File: src/rtl/mult_sequencer.sv
// mult_sequencer
// Iterative signed multiplier controller. A 33-bit add/subtract datapath is
// stepped through WIDTH radix-2 Booth iterations. The low WIDTH bits of the
// product are held on data_result. data_exception marks a product that does
// not fit in WIDTH signed bits.
// Only WIDTH = 32 is supported; the 5-bit step counter assumes it.

module mult_sequencer #(
  parameter int WIDTH = 32
) (
  input  logic             clock,
  input  logic             reset,
  input  logic             ctrl_MULT,
  input  logic [WIDTH-1:0] data_operandA,
  input  logic [WIDTH-1:0] data_operandB,
  output logic [WIDTH-1:0] data_result,
  output logic             data_exception,
  output logic             data_resultRDY,
  output logic             busy
);

  // Count value present on the edge that performs the final Booth step.
  localparam logic [4:0] LAST_STEP = 5'(WIDTH - 1);

  typedef enum logic [1:0] {
    S_IDLE = 2'd0,
    S_RUN  = 2'd1,
    S_DONE = 2'd2
  } state_t;

  // ---------------------------------------------------------------------------
  // Helper functions
  // ---------------------------------------------------------------------------

  // One Booth add/subtract on the 33-bit accumulator. The carry out of bit 32
  // is discarded. The extra sign bit keeps the sum from wrapping, even for the
  // most negative multiplicand.
  function automatic logic [WIDTH:0] booth_add(
    input logic [1:0]     sel,
    input logic [WIDTH:0] acc,
    input logic [WIDTH:0] mcand
  );
    logic [WIDTH:0] sum;
    case (sel)
      2'b01:   sum = acc + mcand;
      2'b10:   sum = acc + ~mcand + {{WIDTH{1'b0}}, 1'b1};
      2'b00:   sum = acc;
      2'b11:   sum = acc;
      default: sum = acc;
    endcase
    return sum;
  endfunction

  // The product fits in WIDTH signed bits only when P[2W:W-1] are all copies
  // of the same bit: every bit above the result matches the result's sign.
  function automatic logic fits_signed(input logic [WIDTH+1:0] upper);
    return (upper == {(WIDTH+2){1'b0}}) || (upper == {(WIDTH+2){1'b1}});
  endfunction

  // ---------------------------------------------------------------------------
  // State and datapath registers
  // ---------------------------------------------------------------------------
  state_t           r_state;
  logic [WIDTH:0]   r_mcand;
  logic [WIDTH:0]   r_acc;
  logic [WIDTH-1:0] r_mplr;
  logic             r_q_m1;
  logic [4:0]       r_count;

  // Registered outputs.
  logic [WIDTH-1:0] r_result;
  logic             r_exception;
  logic             r_ready;
  logic             r_busy;

  // Combinational next-state and Booth-step results.
  state_t           w_state_nxt;
  logic [WIDTH:0]   w_sum;
  logic [WIDTH:0]   w_acc_shift;
  logic [WIDTH-1:0] w_mplr_shift;
  logic             w_q_shift;
  logic [WIDTH+1:0] w_upper;
  logic             w_overflow;
  logic             w_finish;

  // ---------------------------------------------------------------------------
  // FSM
  // ---------------------------------------------------------------------------

  // Next-state logic: start in IDLE, count 32 steps in RUN, one cycle in DONE.
  // A start request outside IDLE is not queued.
  always_comb begin
    w_state_nxt = r_state;
    case (r_state)
      S_IDLE: begin
        if (ctrl_MULT) begin
          w_state_nxt = S_RUN;
        end else begin
          w_state_nxt = S_IDLE;
        end
      end
      S_RUN: begin
        if (r_count == LAST_STEP) begin
          w_state_nxt = S_DONE;
        end else begin
          w_state_nxt = S_RUN;
        end
      end
      S_DONE:  w_state_nxt = S_IDLE;
      default: w_state_nxt = S_IDLE;
    endcase
  end

  // High only on the edge where the final Booth step enters DONE.
  always_comb begin
    w_finish = 1'b0;
    if ((r_state == S_RUN) && (w_state_nxt == S_DONE)) begin
      w_finish = 1'b1;
    end else begin
      w_finish = 1'b0;
    end
  end

  // State register. Reset has priority over any start request.
  always_ff @(posedge clock) begin
    if (reset) begin
      r_state <= S_IDLE;
    end else begin
      r_state <= w_state_nxt;
    end
  end

  // ---------------------------------------------------------------------------
  // Booth datapath
  // ---------------------------------------------------------------------------

  // One Booth step: conditional add/subtract, then a 1-bit arithmetic shift
  // right of {acc, mplr, q_m1}. The shift replicates the accumulator sign.
  always_comb begin
    w_sum        = booth_add({r_mplr[0], r_q_m1}, r_acc, r_mcand);
    w_acc_shift  = {w_sum[WIDTH], w_sum[WIDTH:1]};
    w_mplr_shift = {w_sum[0], r_mplr[WIDTH-1:1]};
    w_q_shift    = r_mplr[0];
    // Bits P[2W:W-1] of the product this step produces.
    w_upper      = {w_acc_shift, w_mplr_shift[WIDTH-1]};
    w_overflow   = ~fits_signed(w_upper);
  end

  // Datapath registers: load operands on an accepted start, and advance one
  // Booth step per cycle in RUN. They hold in all other cases.
  always_ff @(posedge clock) begin
    if (reset) begin
      r_mcand <= {(WIDTH+1){1'b0}};
      r_acc   <= {(WIDTH+1){1'b0}};
      r_mplr  <= {WIDTH{1'b0}};
      r_q_m1  <= 1'b0;
      r_count <= 5'd0;
    end else begin
      case (r_state)
        S_IDLE: begin
          if (ctrl_MULT) begin
            r_mcand <= {data_operandA[WIDTH-1], data_operandA};
            r_acc   <= {(WIDTH+1){1'b0}};
            r_mplr  <= data_operandB;
            r_q_m1  <= 1'b0;
            r_count <= 5'd0;
          end
        end
        S_RUN: begin
          r_acc   <= w_acc_shift;
          r_mplr  <= w_mplr_shift;
          r_q_m1  <= w_q_shift;
          r_count <= r_count + 5'd1;
        end
        S_DONE: begin
          r_count <= r_count;
        end
        default: begin
          r_count <= r_count;
        end
      endcase
    end
  end

  // ---------------------------------------------------------------------------
  // Outputs
  // ---------------------------------------------------------------------------

  // Output registers. busy and the ready pulse follow the next state, so they
  // change on the same edge as the FSM. The result and exception are captured
  // from the final step and held until the next completed operation.
  always_ff @(posedge clock) begin
    if (reset) begin
      r_result    <= {WIDTH{1'b0}};
      r_exception <= 1'b0;
      r_ready     <= 1'b0;
      r_busy      <= 1'b0;
    end else begin
      r_busy  <= (w_state_nxt != S_IDLE);
      r_ready <= (w_state_nxt == S_DONE);
      if (w_finish) begin
        r_result    <= w_mplr_shift;
        r_exception <= w_overflow;
      end
    end
  end

  assign data_result    = r_result;
  assign data_exception = r_exception;
  assign data_resultRDY = r_ready;
  assign busy           = r_busy;

endmodule

File: config.mk
export PLATFORM = sky130hd
export DESIGN_NAME = mult_sequencer
export DESIGN_NICKNAME = d
export VERILOG_FILES = /design/src/rtl/mult_sequencer.sv
export SDC_FILE = /design/constraint.sdc
export NUM_CORES = 1
export LEC_CHECK = 0
export ABC_AREA = 1
export ABC_CLOCK_PERIOD_IN_PS = 3000
export CAP_MARGIN = 5
export CORE_ASPECT_RATIO = 0.7
export CORE_UTILIZATION = 30
export CTS_CLUSTER_DIAMETER = 150
export CTS_CLUSTER_SIZE = 12
export DETAILED_ROUTE_END_ITERATION = 10
export PLACE_DENSITY = 0.55
export RECOVER_POWER = 100
export SLEW_MARGIN = 10
export SYNTH_ARGS = -nofsm -noshare
export SYNTH_HDL_FRONTEND = slang
export SYNTH_SLANG_ARGS = --single-unit
File: constraint.sdc
create_clock -name clock -period 3 [get_ports clock]
set_input_delay 0.45 -clock clock [delete_from_list [all_inputs] [get_ports clock]]
set_output_delay 0.45 -clock clock [all_outputs]
set_load 0.005 [all_outputs]
==> report_table.html <==
<table>
<tr><th>Metric</th><th>Value</th></tr>
<tr><th colspan="2">Outcome</th></tr>
<tr><td>Outcome</td><td>completed</td></tr>
<tr><th colspan="2">Logic synthesis</th></tr>
<tr><td>Dominant cell by count in the synthesized netlist</td><td>nand2_1</td></tr>
<tr><td>Combinational family with the most area after synthesis</td><td>simple AND/OR/NAND/NOR gates</td></tr>
<tr><td>Netlist Area Pre-Place</td><td>11,200 µm²</td></tr>
<tr><td>Number of enable flip-flop cells after synthesis</td><td>0</td></tr>
<tr><td>Adder and majority gate portion of the synthesized area</td><td>8.08%</td></tr>
<tr><td>Area share of and/or/nand/nor cells after synthesis</td><td>37.7%</td></tr>
<tr><td>YS warnings</td><td>0</td></tr>
<tr><td>Count of unique library cells instantiated by Yosys</td><td>41</td></tr>
<tr><td>Synth top cells by count</td><td>nand2_1, inv_1, nand3_1</td></tr>
<tr><td>Share of synthesized area occupied by flip-flops and latches</td><td>about 25%</td></tr>
<tr><td>Dominant register cell in the synthesized netlist</td><td>dfxtp_1</td></tr>
<tr><td>Share of the synthesized area in the top cell type</td><td>24.9%</td></tr>
<tr><td>Compound-Gate Fraction of Synth Area</td><td>14.0%</td></tr>
<tr><td>Register bit count reported by yosys</td><td>139</td></tr>
<tr><td>Cells taking the most area after synthesis</td><td>dfxtp_1, nand2_1, inv_1, nand3_1, ha_1</td></tr>
<tr><td>Post-synthesis cell type with the largest combined area</td><td>dfxtp_1</td></tr>
<tr><td>Post-synth ARST share</td><td>0%</td></tr>
<tr><td>Cells after synthesis</td><td>1,931</td></tr>
<tr><td>Mux share of post-synthesis cell area</td><td>0%</td></tr>
<tr><td>Syn_area_per_cell</td><td>5.79 µm²</td></tr>
<tr><td>Parity-gate share of the synthesized area counting xor and xnor cells</td><td>0%</td></tr>
<tr><td>Total nets after synthesis</td><td>2,069</td></tr>
<tr><th colspan="2">STA</th></tr>
<tr><td>Tmin final</td><td>2.85 ns</td></tr>
<tr><td>Number of hold-slack violations in the final timing report</td><td>0</td></tr>
<tr><td>Setup-violating endpoint count in the final report</td><td>0</td></tr>
<tr><td>Pins over their slew limit</td><td>0</td></tr>
<tr><td>Portion of the clock cycle consumed by the worst path in the final layout</td><td>95.0%</td></tr>
<tr><td>Setup tns final</td><td>0 ns</td></tr>
<tr><td>Worst clock skew on the final layout</td><td>0.0220 ns</td></tr>
<tr><td>Slew @ Worst Pin</td><td>1.36 ns</td></tr>
<tr><td>Final worst setup slack</td><td>0.150 ns</td></tr>
<tr><td>Relative slew slack</td><td>9.05%</td></tr>
<tr><td>Max Fclk</td><td>0.351 GHz</td></tr>
<tr><th colspan="2">Power and ir drop</th></tr>
<tr><td>Leakage Power</td><td>7.15 nW</td></tr>
<tr><td>PnR Total Power</td><td>6.12 mW</td></tr>
<tr><td>Power per unit of standard cell area</td><td>430 nW/µm²</td></tr>
<tr><td>Worst IR Drop VDD</td><td>about 0.37 mV</td></tr>
<tr><th colspan="2">Placement</th></tr>
<tr><td>Global placement routability congestion</td><td>0.989</td></tr>
<tr><td>Input/output buffers</td><td>101</td></tr>
<tr><td>Worst slack after detailed placement</td><td>-0.115 ns</td></tr>
<tr><td>Placement-stage cell area</td><td>around 13,000 µm²</td></tr>
<tr><td>Half-perimeter wire length after placement</td><td>35,800 µm</td></tr>
<tr><th colspan="2">Setup path</th></tr>
<tr><td>Worst-path maximum fanout</td><td>4</td></tr>
<tr><td>CP arrival</td><td>3.14 ns</td></tr>
<tr><td>Startpoint-to-endpoint class of the critical path</td><td>flip-flop to flip-flop</td></tr>
<tr><td>Kind of launch point of the worst setup path</td><td>flip-flop</td></tr>
<tr><td>Required time of the worst setup path</td><td>3.29 ns</td></tr>
<tr><td>Kind of capture point of the worst setup path</td><td>flip-flop</td></tr>
<tr><td>Depth of the worst register-to-register path</td><td>15</td></tr>
<tr><th colspan="2">Global route</th></tr>
<tr><td>Via count of the first global-routing pass</td><td>11,800</td></tr>
<tr><td>GRT overflow</td><td>0</td></tr>
<tr><td>First-pass GRT wire length</td><td>roughly 70,000 µm</td></tr>
<tr><td>Pin count of the biggest net entering global routing</td><td>66</td></tr>
<tr><td>Number of antenna violations at the first check in global routing</td><td>5</td></tr>
<tr><td>GRT Util Overall</td><td>about a quarter</td></tr>
<tr><th colspan="2">Floorplanning</th></tr>
<tr><td>Num rows</td><td>58</td></tr>
<tr><td>I/O pin total</td><td>102</td></tr>
<tr><td>Width of the die</td><td>about 230 µm</td></tr>
<tr><td>Die Area</td><td>38,100 µm²</td></tr>
<tr><td>Initial cell density of the core</td><td>30.8%</td></tr>
<tr><td>Height of the die</td><td>164 µm</td></tr>
<tr><td>Floorplan Core Area</td><td>approximately 36,000 µm²</td></tr>
<tr><th colspan="2">Clock network</th></tr>
<tr><td>CTS tree</td><td>done</td></tr>
<tr><td>Later-pin clock latency in the skew report</td><td>around 0.45 ns</td></tr>
<tr><td>H-tree depth</td><td>4</td></tr>
<tr><td>CTS Sinks</td><td>roughly 140</td></tr>
<tr><td>CTS root buffer</td><td>clkbuf_16</td></tr>
<tr><td>Clock input transition at the sequential cells of the worst setup and hold paths</td><td>0.07 ns</td></tr>
<tr><td>Number of buffers created by CTS</td><td>17</td></tr>
<tr><td>Maximum root-to-sink buffer count</td><td>2</td></tr>
<tr><th colspan="2">Cells and area</th></tr>
<tr><td>Count of fill cells added during filler insertion</td><td>between 3,000 and 4,000</td></tr>
<tr><td>Ratio of cells with drive above 1 in the final layout</td><td>13.1%</td></tr>
<tr><td>Layout overhead on the synthesized area</td><td>27.4%</td></tr>
<tr><td>Finished Core Util</td><td>between 30% and 40%</td></tr>
<tr><td>Final layout net count</td><td>2,240</td></tr>
<tr><td>Post-route cell area</td><td>14,200 µm²</td></tr>
<tr><th colspan="2">Drt</th></tr>
<tr><td>Number of search-and-repair iterations in the first detailed-routing pass</td><td>5</td></tr>
<tr><td>Vias per std cell</td><td>4.95</td></tr>
<tr><td>Starting DRT DRC Count</td><td>1,231</td></tr>
<tr><td>Vias</td><td>12,800</td></tr>
<tr><td>DRT antenna net count</td><td>0</td></tr>
<tr><td>Per-cell routed wire length</td><td>about 18 µm</td></tr>
<tr><td>Total routed wirelength</td><td>45,900 µm</td></tr>
<tr><td>DRC violation count after routing</td><td>0</td></tr>
<tr><th colspan="2">Job</th></tr>
<tr><td># Max-Cap Violations</td><td>0</td></tr>
<tr><th colspan="2">Worst hold path</th></tr>
<tr><td>Count of cells along the worst hold path</td><td>3</td></tr>
<tr><td>Hold/Removal Path Class</td><td>input port to flip-flop</td></tr>
</table>
-- placed cells by master (no fill, tap or decap), types with 5 or more instances in the layout --
master and count:
ha_2 12, dlygate4sd3_1 35, nor2_1 122, nor3_1 10, inv_2 12, nand3_2 9, o21ai_1 5, clkdlybuf4s50_1 65
nor2_4 7, a21oi_2 11, nand3_1 192, a31oi_1 6, nor2_2 17, nand2_2 26, clkbuf_16 17, ha_1 54
o221ai_1 13, a221oi_1 11, inv_6 5, inv_1 325, o21ai_0 86, a21oi_1 145, nand2_1 597, dfxtp_1 137
buf_4 127, nand4_1 17, o21bai_1 5
-- through the flow --
step           instances  hold slack, ns
3_5_place_dp        2562           0.460
2_1_floorplan       1931           0.440
3_3_place_gp        2562           0.452
4_1_cts             2594           0.346
6_report            2596           0.465
5_1_grt             2595           0.457
-- routing by layer --
metal	part of all wire [%]	up-vias	GRT usage, %
li1	-	6408	-
met1	52	5904	39.3
met2	38	497	32.4
met3	9.0	32	4.87
met4	0.77	6	3.74
met5	0.078	-	0
-- sequential cells by signal (all words and copies together) (netlist names), 2 cells and up --
signal       cells
r_count          5
r_state          2
data_result     32
r_mcand         32
r_acc           32
r_mplr          32
-- worst max-delay path: stages, from the launching register on --
cell     delay (ns)
dfxtp_1        0.43
ha_4           0.22
fa_2           0.44
or2_1          0.25
nand2_1        0.07
inv_1          0.04
nor3_1         0.30
nand3_2        0.18
nor2_1         0.13
nand2_1        0.09
nor2_1         0.09
nand3_1        0.08
nor2_1         0.13
nand4_1        0.10
nand3_1        0.08
a21oi_1        0.06
-- cells by family (layout without fill, tap and decap cells) --
| family | after synthesis | count (layout) |
|---|---|---|
| AND/OR/NAND/NOR | 1012 | 1012 |
| AO/OA/AOI/OAI | 286 | 286 |
| adder cells (fa/ha/maj) | 71 | 71 |
| other | 0 | 1 |
| buffers and inverters | 423 | 607 |
| flip-flops | 139 | 139 |
-- report_power, final --
part	leakage (nW)	switching (mW)	internal, mW
Clock	0.292	1.05	1.21
Combinational	5.72	1.22	0.654
Sequential	1.14	0.0497	1.93
-- area by class of cell --
type | count | area [µm²] | share of cell area [%]
Clock inverter | 14 | 166 | 1.17
Tap cell | 480 | 601 | 4.22
Clock buffer | 18 | 439 | 3.08
Multi-Input combinational cell | 1369 | 6960 | 48.8
Sequential cell | 139 | 2790 | 19.6
Inverter | 339 | 1270 | 8.94
Antenna cell | 1 | 2.50 | 0.0176
Timing Repair Buffer | 236 | 2020 | 14.2
-- path summary, 6_finish.rpt --
kind	slack, ns	startpoint	endpoint
worst min-delay path	0.46	reset	r_state[1]
worst max register to register	0.15	r_mcand[0]	data_exception
worst min register to register	0.47	r_count[3]	r_count[3]
worst max-delay path	0.15	r_mcand[0]	data_exception
-- repair_timing --
item,CTS,global route
endpoints found under the setup margin,1,2
hold buffers,0,0
buffers inserted,0,1
pin swaps,0,12
cloned,0,0
resized for setup,5,88
Note: power is estimated with default switching activity, not from simulation.
